## src/rtl/regfile_scan.sv

```systemverilog
// Register file with two combinational read ports, one synchronous write port and a debug LED driver.
// Latency: reads are zero-cycle combinational; a write is visible on the read ports after its clock edge.
// Backpressure: none. A write is accepted on every enabled edge, and the LED scan runs free.
//
// Ports:
//   clk, rst_n                     - clock; synchronous active-low clear of all state
//   readRegister1/2, readData1/2   - combinational read ports; address 0 always reads zero
//   regWrite, writeRegister,
//   writeData                      - synchronous write port; writes to address 0 are dropped
//   ledMode                        - 0: echo low bits of the last write-back, 1: scan register contents
//   regLED                         - active-low debug LEDs (0 = lit)
//   ledScanIdx                     - register index currently shown in scan mode
//
// Build option: define REGFILE_BYPASS_EN to forward the write port onto the read ports
// (and onto the scanned LED value) during the write cycle. When it is undefined,
// no forwarding logic is built.
//
// LED_W must not exceed SIZE, and SCAN_DIV must be at least 1.

module regfile_scan #(
    parameter int SIZE     = 32,
    parameter int ADDR_W   = 5,
    parameter int LED_W    = 4,
    parameter int SCAN_DIV = 50000000
) (
    input  logic              clk,
    input  logic              rst_n,
    input  logic [ADDR_W-1:0] readRegister1,
    input  logic [ADDR_W-1:0] readRegister2,
    output logic [SIZE-1:0]   readData1,
    output logic [SIZE-1:0]   readData2,
    input  logic              regWrite,
    input  logic [ADDR_W-1:0] writeRegister,
    input  logic [SIZE-1:0]   writeData,
    input  logic              ledMode,
    output logic [LED_W-1:0]  regLED,
    output logic [ADDR_W-1:0] ledScanIdx
);

    localparam int DEPTH = 2 ** ADDR_W;
    // One bit is the minimum counter width, and it keeps SCAN_DIV == 1 legal.
    localparam int DIV_W = (SCAN_DIV > 1) ? $clog2(SCAN_DIV) : 1;
    localparam logic [DIV_W-1:0] DIV_LAST = DIV_W'(SCAN_DIV - 1);

    logic [SIZE-1:0]   regs [DEPTH];
    logic [LED_W-1:0]  last_wr;
    logic [ADDR_W-1:0] scan_idx;
    logic [DIV_W-1:0]  div_cnt;
    logic              mode_q;

    logic              wr_en;
    logic              mode_chg;
    logic [SIZE-1:0]   stored1;
    logic [SIZE-1:0]   stored2;
    logic [LED_W-1:0]  scan_led;

    // A write is real only when it targets a non-zero address. Address 0 has no
    // writable storage behind it.
    assign wr_en    = regWrite && (writeRegister != '0);
    assign mode_chg = (ledMode != mode_q);

    // ------------------------------------------------------------------
    // Register array
    // ------------------------------------------------------------------
    always_ff @(posedge clk) begin
        if (!rst_n) begin
            for (int i = 0; i < DEPTH; i++) begin
                regs[i] <= '0;
            end
        end else if (wr_en) begin
            regs[writeRegister] <= writeData;
        end
    end

    // ------------------------------------------------------------------
    // LED state: last write-back echo, scan divider and scan index
    // ------------------------------------------------------------------
    always_ff @(posedge clk) begin
        if (!rst_n) begin
            last_wr  <= '0;
            scan_idx <= '0;
            div_cnt  <= '0;
            mode_q   <= 1'b0;
        end else begin
            mode_q <= ledMode;

            // The echo follows the write-back bus, including writes to r0.
            if (regWrite) begin
                last_wr <= writeData[LED_W-1:0];
            end

            // A mode edge restarts the dwell and keeps the index. Mode 0 freezes both.
            if (mode_chg) begin
                div_cnt <= '0;
            end else if (ledMode) begin
                if (div_cnt == DIV_LAST) begin
                    div_cnt  <= '0;
                    scan_idx <= scan_idx + ADDR_W'(1);  // DEPTH is a power of two, so this wraps naturally
                end else begin
                    div_cnt <= div_cnt + DIV_W'(1);
                end
            end
        end
    end

    // ------------------------------------------------------------------
    // Read ports and scanned LED value
    // ------------------------------------------------------------------
    always_comb begin
        stored1  = (readRegister1 == '0) ? '0 : regs[readRegister1];
        stored2  = (readRegister2 == '0) ? '0 : regs[readRegister2];
        scan_led = (scan_idx == '0) ? '0 : regs[scan_idx][LED_W-1:0];

`ifdef REGFILE_BYPASS_EN
        // wr_en already excludes address 0, so r0 is never forwarded.
        readData1 = (wr_en && (readRegister1 == writeRegister)) ? writeData : stored1;
        readData2 = (wr_en && (readRegister2 == writeRegister)) ? writeData : stored2;
        if (wr_en && (scan_idx == writeRegister)) begin
            scan_led = writeData[LED_W-1:0];
        end
`else
        readData1 = stored1;
        readData2 = stored2;
`endif
    end

    assign regLED     = ledMode ? ~scan_led : ~last_wr;
    assign ledScanIdx = scan_idx;

endmodule
```

## config.mk

```make
export PLATFORM = sky130hd
export DESIGN_NAME = regfile_scan
export DESIGN_NICKNAME = d
export VERILOG_FILES = /design/src/rtl/regfile_scan.sv
export SDC_FILE = /design/constraint.sdc
export NUM_CORES = 2
export LEC_CHECK = 0
export BUFFER_PORTS_ARGS = -buffer_cell sky130_fd_sc_hd__buf_2
export CORE_MARGIN = 2
export CORE_UTILIZATION = 40
export CTS_BUF_LIST = sky130_fd_sc_hd__clkbuf_8
export DETAILED_ROUTE_END_ITERATION = 8
export MAX_ROUTING_LAYER = met4
export PLACE_DENSITY = 0.61
export RECOVER_POWER = 25
export SYNTH_ARGS = -nofsm -noshare
export SYNTH_HDL_FRONTEND = slang
export SYNTH_SLANG_ARGS = --single-unit
```

## constraint.sdc

```tcl
create_clock -name clk -period 5 [get_ports clk]
set_input_delay 1 -clock clk [delete_from_list [all_inputs] [get_ports clk]]
set_output_delay 1 -clock clk [all_outputs]
set_load 0.02 [all_outputs]
```

==> flow_metrics.tcl <==
set metrics [dict create \
    grt_first_pass_wirelength_microns 264000 \
    grt_usage_pct 26.3 \
    std_cell_rows 138 \
    failed_checks "capacitance limit, slew limit" \
    layout.cells.most_common "sky130_fd_sc_hd__edfxtp_1" \
    initialDrtViolationCount 4451 \
    switching_share_pct 26.6 \
    timing.final.hold_violations 0 \
    layout_cell_area_excl_fill_sq_um 63900 \
    grt_setup_unrepaired "false" \
    status "finished, violations left" \
    final_min_period_over_clock_period_pct 97.6 \
    clock-skew-final_ns 0.0183 \
    cp_max_fo 25 \
    syn_area_per_cell_sq_um 16.0 \
    insertion_delay_ns 0.90 \
    fraction_of_registers_with_async_set_or_reset_after_synthesis_pct 0 \
    synth.yosys.warnings 0 \
    max_cap_viol 9 \
    die-height_microns 383 \
    cts_num_sinks 1065 \
    grt_overflow 0 \
    fill_cells 12400 \
    post-route-drc-count 0 \
    postCtsSetupBuffers 0 \
    io_pins 124 \
    path_class "primary input to flop" \
    synthesis_to_finish_area_growth_pct 11.4 \
    static-leakage-power_uw 0.0218 \
    die-area_sq_um 146000 \
    totalWireLength_microns 186000 \
    yosys_most_used_dff "sky130_fd_sc_hd__edfxtp_1" \
    syn-cell-area_sq_um 57300 \
    synth_cells 3584 \
    drt-pass1-iter-count 6 \
    post_cts_hold_buffer_count 0 \
    max_freq_mhz 205 \
    cts-root-to-sink-buffers 3 \
    synth_cell_type_count 48 \
    cts_tree "yes" \
    tightestPinTransition_ns 2.65 \
    drive_gt1_share_pct 30.8 \
    number_of_placed_instances_with_taps_included 5419 \
    min-delay-path-class "primary input to flop" \
    die_width_microns 383 \
    wire_per_inst_microns 32.5 \
    post_cts.resized_instances 0 \
    finalMaxSlewViolations 200 \
    detailedPlacementHpwl_microns 110000 \
    slew-limit-headroom_pct -77.1 \
    postPlaceCellArea_sq_um 60900 \
    power.density_cell_area_nw_per_um2 322 \
    place.gp.congestion 0.907 \
    end_kind "flop" \
    worstSetupStartpointType "primary input" \
    grt_max_degree 51 \
    ys_ff_latch 1065 \
    number_of_standard_cells_in_the_final_layout_excluding_fillers 5736 \
    share_clk_of_total_power_pct 35.5 \
    port_buffers 123 \
    mostFrequentLayoutCells "1024 x sky130_fd_sc_hd__edfxtp_1, 883 x sky130_fd_sc_hd__and2_1, 642 x sky130_fd_sc_hd__mux4_2" \
    period_needed_ns 4.88 \
    ir_worst_vdd_v 0.000255 \
    routed-via-count 34800 \
    core_area_sq_um 142000 \
    maximum_level_of_the_cts_h_tree 4 \
    setup_viol 0 \
    ys_seq_area_share_pct 55.1 \
    post_drt_via_cell_ratio 6.07 \
    clkTransAtPathRegs_ns 0.06 \
    grt_antenna_before_repair 24 \
    cts-root-buf "sky130_fd_sc_hd__clkbuf_8" \
    critPathRequiredTime_ns 5.75 \
    p_switching_uw 5470 \
    initial_core_util_pct 40.4 \
    finish.net_count 3762 \
    synth-edff-count 1024 \
    internal_power_uw 15100 \
    totalNegativeSetupSlack_ns 0 \
    detail-route-antenna-nets 0 \
    share_seq_of_total_power_pct 51.1 \
    cts_made_buffers 175 \
    cp_data_arrival_time_ns 5.63 \
    grt_pass1_vias 35200 \
    part_of_the_power_in_combinational_logic_pct 13.4 \
]
## Yosys cell counts, types with 5 or more instances
cell type                  count  area [sq um]
sky130_fd_sc_hd__a21oi_1       5          25.0
sky130_fd_sc_hd__and2_1      994          6220
sky130_fd_sc_hd__buf_1        24          90.1
sky130_fd_sc_hd__buf_2        39           195
sky130_fd_sc_hd__buf_6        47           529
sky130_fd_sc_hd__buf_8         5          75.1
sky130_fd_sc_hd__clkbuf_1    255           957
sky130_fd_sc_hd__dfxtp_1      41           821
sky130_fd_sc_hd__edfxtp_1   1024         30700
sky130_fd_sc_hd__ha_1          5          62.6
sky130_fd_sc_hd__inv_1        74           278
sky130_fd_sc_hd__mux2i_1      17           170
sky130_fd_sc_hd__mux4_1       25           657
sky130_fd_sc_hd__mux4_2      642         14500
sky130_fd_sc_hd__nand2_1      85           319
sky130_fd_sc_hd__nand3_1      11          55.1
sky130_fd_sc_hd__nand4_1      12          75.1
sky130_fd_sc_hd__nor2_1       77           289
sky130_fd_sc_hd__nor3_1        8          40.0
sky130_fd_sc_hd__nor4_1        8          50.1
sky130_fd_sc_hd__o21ai_0      34           170
sky130_fd_sc_hd__o21ai_1      65           325
sky130_fd_sc_hd__o22ai_1       8          50.1
sky130_fd_sc_hd__or3_1         6          37.5
sky130_fd_sc_hd__xnor2_1      14           123
sky130_fd_sc_hd__xor2_1        8          70.1
## sequential cells by signal, indices dropped and copies added, names as in the netlist, named ones only
name / count
div_cnt: 26
last_wr: 4
ledScanIdx: 5
mode_q: 1
regs: 1024
## area by class of cell
| cell class | instances | area, sq um | area share [%] |
|---|---|---|---|
| well taps | 1890 | 2360 | 3.70 |
| flip-flops and latches | 1065 | 31600 | 49.4 |
| diodes | 11 | 27.5 | 0.0431 |
| clock inverters | 125 | 672 | 1.05 |
| repair buffers | 286 | 2330 | 3.65 |
| multi-input cells | 2104 | 24100 | 37.8 |
| inverters | 74 | 278 | 0.435 |
| clock buffers | 181 | 2490 | 3.90 |
## power groups by stage
stage,sequential (uW),clock [uW],combinational [uW]
2_1_floorplan,10600,0,1750
3_3_place_gp,10700,0,2750
3_5_place_dp,10700,0,2750
4_1_cts,10500,7380,2760
5_1_grt,10600,7750,2850
6_report,10500,7290,2770
## stage by stage
stage          power, uW  util (%)  worst slack [ns]  hold WS (ns)
6_report           20600      45.0             0.118         0.462
5_1_grt            21200      45.0            0.0798         0.443
4_1_cts            20600      45.2             0.311         0.375
3_5_place_dp       13400      42.9             0.579         0.487
3_3_place_gp       13400      42.9             0.568         0.485
2_1_floorplan      12300         -             0.417         0.461
## cells by family (layout without fill, tap and decap cells)
family,Yosys count,count (layout),synth area share (%)
buffers and inverters,446,666,3.78
adders and majority gates,5,5,0.109
and+or+nand+nor,1225,1225,12.7
xor gates and xnor gates,22,22,0.336
DFF,1065,1065,55.1
muxes,685,685,26.7
other,1,43,0.00654
AOI/OAI and AO/OA,135,135,1.32
## worst max-delay path, stage by stage
cell	delay [ns]
sky130_fd_sc_hd__clkbuf_4	0.10
sky130_fd_sc_hd__clkbuf_1	1.51
sky130_fd_sc_hd__nand4_1	0.27
sky130_fd_sc_hd__clkbuf_1	0.67
sky130_fd_sc_hd__nor2_1	0.93
sky130_fd_sc_hd__buf_2	0.85
sky130_fd_sc_hd__and2_1	0.23
## path summary, 6_finish.rpt
path	from	to	slack, ns	cells past startpoint
worst max-delay path	rst_n	regs[19][11]	0.12	7
worst min-delay path	ledMode	div_cnt[1]	0.46	3
worst max register to register	div_cnt[8]	div_cnt[11]	2.47	5
worst min register to register	last_wr[1]	last_wr[1]	0.51	2
## routing by layer
layer  part of all wire, %  global-route usage, %
met1                    39                   35.2
met2                    47                   39.6
met3                    12                   6.99
met4                   2.8                   7.80
met5                     0                      -
Power figures use the tool's default switching activity.
